==> config.mk <==
export PLATFORM = sky130hd
export DESIGN_NAME = kd_butterfly_gs_half
export DESIGN_NICKNAME = d
export VERILOG_FILES = /design/src/rtl/kd_pkg.sv /design/src/rtl/kd_mod_half.sv /design/src/rtl/kd_butterfly_gs_half.sv
export SDC_FILE = /design/constraint.sdc
export NUM_CORES = 1
export LEC_CHECK = 0
export ABC_AREA = 1
export CORE_MARGIN = 1
export CORE_UTILIZATION = 35
export CTS_CLUSTER_DIAMETER = 40
export CTS_CLUSTER_SIZE = 16
export DETAILED_ROUTE_END_ITERATION = 8
export PLACE_DENSITY = 0.64
export SLEW_MARGIN = 0
export SYNTH_ARGS = -nofsm -noshare
export SYNTH_HDL_FRONTEND = slang
export SYNTH_SLANG_ARGS = --single-unit
==> constraint.sdc <==
create_clock -name clk -period 8.3 [get_ports clk]
set_clock_uncertainty 0.2 [all_clocks]
set_input_delay 1.245 -clock clk [delete_from_list [all_inputs] [get_ports clk]]
set_output_delay 1.245 -clock clk [all_outputs]
set_load 0.02 [all_outputs]
==> src/rtl/kd_pkg.sv <==
// Shared constants and mode encoding for the Kyber/Dilithium butterfly datapath.
package kd_pkg;

  localparam int unsigned KD_KQ = 3329;
  localparam int unsigned KD_DQ = 8380417;
  localparam int unsigned KD_KW = 12;
  localparam int unsigned KD_DW = 24;

  typedef enum logic {
    KD_KYBER = 1'b0,
    KD_DIL   = 1'b1
  } kd_mode_e;

endpackage

==> src/rtl/kd_mod_half.sv <==
// Combinational modular halving: x/2 mod Q for x < Q (odd x is lifted by Q first).
module kd_mod_half #(
  parameter int unsigned W = 12,
  parameter int unsigned Q = 3329
) (
  input  logic [W-1:0] x_i,
  output logic [W-1:0] y_o
);

  localparam logic [W:0] QW = (W+1)'(Q);

  logic [W:0] t;

  always_comb begin
    t   = {1'b0, x_i} + (x_i[0] ? QW : '0);
    y_o = W'(t >> 1);
  end

endmodule

==> src/rtl/kd_butterfly_gs_half.sv <==
// Gentleman-Sande butterfly front end: (a+b)/2 and (a-b)/2 mod q, two Kyber lanes or one Dilithium lane.
// Halving stage is enabled by defining KD_INTT_DIV2_EN; otherwise stage 2 just registers the mod sum/diff.
module kd_butterfly_gs_half
  import kd_pkg::*;
#(
  parameter int unsigned KQ = 3329,
  parameter int unsigned DQ = 8380417
) (
  input  logic              clk,
  input  logic              rst,
  input  logic              in_valid,
  output logic              in_ready,
  input  logic              KD_mode,
  input  logic [KD_DW-1:0]  a,
  input  logic [KD_DW-1:0]  b,
  output logic              out_valid,
  input  logic              out_ready,
  output logic [KD_DW-1:0]  out_sum,
  output logic [KD_DW-1:0]  out_diff
);

  localparam logic [KD_KW:0]   KQ_K = (KD_KW+1)'(KQ);
  localparam logic [KD_DW-1:0] DQ_D = KD_DW'(DQ);

  kd_mode_e          mode_in;
  logic              advance;

  logic              v1_q, v2_q;
  kd_mode_e          mode1_q;
  logic [KD_DW-1:0]  sum1_q, diff1_q, sum1_d, diff1_d;
  logic [KD_DW-1:0]  sum2_q, diff2_q, sum2_d, diff2_d;

  logic [KD_KW:0]    ks_l, ks_h, kd_l, kd_h;
  logic [KD_DW-1:0]  ds, dd;

  assign mode_in  = kd_mode_e'(KD_mode);
  assign advance  = !(v2_q && !out_ready);
  assign in_ready = advance;

  // Stage 1: per-lane modular add/sub; Dilithium ignores input bit 23.
  always_comb begin
    ks_l = {1'b0, a[11:0]} + {1'b0, b[11:0]};
    if (ks_l >= KQ_K) ks_l = ks_l - KQ_K;
    ks_h = {1'b0, a[23:12]} + {1'b0, b[23:12]};
    if (ks_h >= KQ_K) ks_h = ks_h - KQ_K;
    kd_l = {1'b0, a[11:0]} - {1'b0, b[11:0]};
    if (kd_l[KD_KW]) kd_l = kd_l + KQ_K;
    kd_h = {1'b0, a[23:12]} - {1'b0, b[23:12]};
    if (kd_h[KD_KW]) kd_h = kd_h + KQ_K;

    ds = {1'b0, a[22:0]} + {1'b0, b[22:0]};
    if (ds >= DQ_D) ds = ds - DQ_D;
    dd = {1'b0, a[22:0]} - {1'b0, b[22:0]};
    if (dd[KD_DW-1]) dd = dd + DQ_D;

    if (mode_in == KD_DIL) begin
      sum1_d  = ds;
      diff1_d = dd;
    end else begin
      sum1_d  = {ks_h[KD_KW-1:0], ks_l[KD_KW-1:0]};
      diff1_d = {kd_h[KD_KW-1:0], kd_l[KD_KW-1:0]};
    end
  end

`ifdef KD_INTT_DIV2_EN
  logic [KD_KW-1:0] hs_kl, hs_kh, hd_kl, hd_kh;
  logic [22:0]      hs_d, hd_d;

  kd_mod_half #(.W(KD_KW), .Q(KQ)) u_hs_kl (.x_i(sum1_q[11:0]),   .y_o(hs_kl));
  kd_mod_half #(.W(KD_KW), .Q(KQ)) u_hs_kh (.x_i(sum1_q[23:12]),  .y_o(hs_kh));
  kd_mod_half #(.W(KD_KW), .Q(KQ)) u_hd_kl (.x_i(diff1_q[11:0]),  .y_o(hd_kl));
  kd_mod_half #(.W(KD_KW), .Q(KQ)) u_hd_kh (.x_i(diff1_q[23:12]), .y_o(hd_kh));
  kd_mod_half #(.W(23),    .Q(DQ)) u_hs_d  (.x_i(sum1_q[22:0]),   .y_o(hs_d));
  kd_mod_half #(.W(23),    .Q(DQ)) u_hd_d  (.x_i(diff1_q[22:0]),  .y_o(hd_d));

  always_comb begin
    if (mode1_q == KD_DIL) begin
      sum2_d  = {1'b0, hs_d};
      diff2_d = {1'b0, hd_d};
    end else begin
      sum2_d  = {hs_kh, hs_kl};
      diff2_d = {hd_kh, hd_kl};
    end
  end
`else
  // Bit 23 is cleared here so out-of-range Dilithium operands cannot leak into it.
  always_comb begin
    if (mode1_q == KD_DIL) begin
      sum2_d  = {1'b0, sum1_q[22:0]};
      diff2_d = {1'b0, diff1_q[22:0]};
    end else begin
      sum2_d  = sum1_q;
      diff2_d = diff1_q;
    end
  end
`endif

  always_ff @(posedge clk) begin
    if (rst) begin
      v1_q    <= 1'b0;
      v2_q    <= 1'b0;
      mode1_q <= KD_KYBER;
      sum1_q  <= '0;
      diff1_q <= '0;
      sum2_q  <= '0;
      diff2_q <= '0;
    end else if (advance) begin
      v1_q <= in_valid;
      v2_q <= v1_q;
      if (in_valid) begin
        mode1_q <= mode_in;
        sum1_q  <= sum1_d;
        diff1_q <= diff1_d;
      end
      if (v1_q) begin
        sum2_q  <= sum2_d;
        diff2_q <= diff2_d;
      end
    end
  end

  assign out_valid = v2_q;
  assign out_sum   = sum2_q;
  assign out_diff  = diff2_q;

endmodule

==> impl_metrics.ini <==
[status]
violations = DRC
status = finished, violations left

[critical_path]
setup.worst_path.start_class = primary input
critical_path_class = primary input to register
crit_required_ns = 8.33
crit_slowest_cell = clkdlybuf4s50_1
arrival_ns = 4.93
cp_max_fo = 31
cp_common_cell = nand2_1
worstPathCellList = clkdlybuf4s50_1 -> ha_1 -> inv_1 -> fa_1 -> inv_1 -> nand2_1 -> o211ai_1 -> nand2_1 -> nand2_1 -> inv_1 -> nand2_1 -> nand2_1 -> nand2_1 -> nand3_1 -> nor2_2 -> nand2_2 -> nand2_4 -> nand2_1 -> nand3_1 -> nand3_1 -> nand2_1 -> inv_1
critPathMaxStageDelay_ns = 0.51
end_kind = register

[sta]
setup_viol = 0
final.min_clock_period_ns = 4.89
max_slew_margin_pct = 33.2
finalMaxSlewViolations = 0
finalHoldViolations = 0
post-route-period-util_pct = 58.9
setup_ws_ns = 3.41
tns_ns = 0
clock.fmax_ghz = 0.204
tightest_slew_ns = 0.999
rsz0062_at_grt = false
hold_ws_ns = 0.255

[floorplanning]
die_h_um = 173
core_um2 = 28700
dieArea_um2 = 29900
io_pins = 103
initial_utilization_pct = 35.6
rows = 62
die_w_um = 173

[global_routing]
overflow = 0
grt_usage_pct = 23.0
grt_pass1_vias = 10200
grt_max_degree = 77
antenna_found_initial = 0
grt_pass1_wl_um = 55600

[drt]
ant_nets = 0
firstDrtPassIters = 8
vias = 11000
wl_per_cell_um = 15.7
drcViolationCount = 1
wl_um = 34500
drt_iter0_markers = 982
viasPerCell = 5.02

[synthesis]
syn-cell-area_um2 = 10200
netlist_instances = 1757
synth_edf_count = 0
yosys_warnings = 0
synth_cell_types = 48
ys_ff_latch = 99
async_flop_share_pct = 0
synth-seq-area-share_pct = 19.4
syn_avg_cell_area_um2 = 5.81
synth_nets = 1869
synth_top_flop_cell = dfxtp_1

[clock_network]
htreeDepth = 3
post_cts_resized = 0
cts_hold_buffers = 0
post_cts_buffers = 0
clock_latency_ns = 0.35
cts.sinks = 99
path_clk_slew_ns = 0.07
tritoncts = yes
cts_buffers = 9
cts-root-buf = clkbuf_16
cts_buffer_depth = 2

[final_layout]
fillers = 3173
seqCellArea_um2 = 1980
final_common_cell = nand2_1
fin_area_um2 = 11700
layout_common_cells = nand2_1 (447), nor2_1 (247), inv_1 (214)
nNetsFinal = 1921
area_delta_synth_final_pct = 14.2
multiInputGateArea_um2 = 6990
drive_gt1_share_pct = 6.56
antenna_cells = 0

[worst_hold_path]
holdCritPathClass = register to register

[pwr]
p_leak_nw = 5.71
power-per-cell-area_nw_per_um2 = 158
peakVddDrop_v = 0.0000991
power.total_mw = 1.84

[placement]
placed_area_um2 = 11400
gp_congestion = 0.975
hpwlAfterDp_um = 27900
port_buffers = 102
place_ws_ns = 3.10

[run]
drv_cap = 0
[path summary, 6_finish.rpt]
check	cells after the start	from	slack, ns	to
worst min register to register	2	diff1_q[9]$_SDFFE_PP0P_	0.26	out_diff[9]$_SDFFE_PP0P_
worst max register to register	10	out_valid$_SDFFE_PP0N_	6.02	diff1_q[7]$_SDFFE_PP0P_
worst max-delay path	22	a[12]	3.41	sum1_q[1]$_SDFFE_PP0P_
worst min-delay path	2	diff1_q[9]$_SDFFE_PP0P_	0.26	out_diff[9]$_SDFFE_PP0P_
[final cells by class]
| cell class | instances | area share [%] |
|---|---|---|
| Timing Repair Buffer | 108 | 9.14 |
| Inverter | 231 | 7.46 |
| Sequential cell | 99 | 17.0 |
| Tap cell | 384 | 4.12 |
| Clock inverter | 6 | 0.418 |
| Multi-Input combinational cell | 1360 | 59.9 |
| Clock buffer | 10 | 1.96 |
[state kept, by name, indices dropped and copies added (netlist names)]
signal and cells:
diff1_q 24, mode1_q 1, out_diff 24, out_sum 24, out_valid 1, sum1_q 24, v1_q 1
[through the flow]
stage | std cells | utilization, %
finish | 2198 | 40.6
global route | 2198 | 40.6
CTS | 2198 | 40.6
detailed placement | 2182 | 39.7
global placement | 2182 | 39.7
floorplan | 1757 | -
[synth_stat cells (2+ instances only)]
cell	count	area share, %
a211oi_1	3	0.22
a21o_1	2	0.15
a21oi_1	81	4.0
a21oi_2	7	0.60
a221oi_1	3	0.26
a31oi_1	4	0.24
and3_1	2	0.12
buf_1	3	0.11
buf_2	15	0.73
buf_4	9	0.66
buf_6	10	1.1
clkbuf_1	30	1.1
dfxtp_1	99	19
fa_1	4	0.78
ha_1	55	6.7
inv_1	215	7.9
inv_2	15	0.55
nand2_1	447	16
nand2_2	29	1.8
nand2_4	7	0.77
nand3_1	182	8.9
nand3_2	4	0.39
nand3b_1	4	0.29
nand4_1	32	2.0
nor2_1	248	9.1
nor2_2	15	0.92
nor2_4	8	0.88
nor3_1	18	0.88
nor4_1	2	0.12
o211ai_1	6	0.44
o21a_1	3	0.22
o21ai_0	107	5.2
o21ai_1	21	1.0
o21ai_2	4	0.34
o21bai_1	6	0.44
or2_2	2	0.12
xnor2_1	4	0.34
xor2_1	41	3.5
[layer usage]
metal  up-vias  track usage, %  share of wire [%]
met5         -               0                  0
met4         0            4.39                1.2
met2       326            38.2                 46
li1       5716               -                  -
met3        26            1.56                4.2
met1      4970            32.8                 49
[kinds of logic after synthesis]
kind of cell               after synthesis  synth area share [%]
adders and majority gates               59                  7.52
xor gates and xnor gates                47                  4.29
DFF                                     99                  19.4
AOI/OAI and AO/OA                      251                  13.5
and+or+nand+nor                       1003                  43.0
buffers and inverters                  298                  12.2
[report_power, final]
group | internal (mW) | switching, mW
clock | 0.207 | 0.186
combinational | 0.288 | 0.618
sequential | 0.519 | 0.0223
total | 1.01 | 0.826
[worst max-delay path, delay by kind of cell]
| family | cells | cell delay (ns) |
|---|---|---|
| AOI/OAI and AO/OA | 1 | 0.15 |
| adders and majority gates | 2 | 0.82 |
| buffers and inverters | 5 | 0.90 |
| and+or+nand+nor | 14 | 1.78 |
Power figures use the tool's default switching activity.
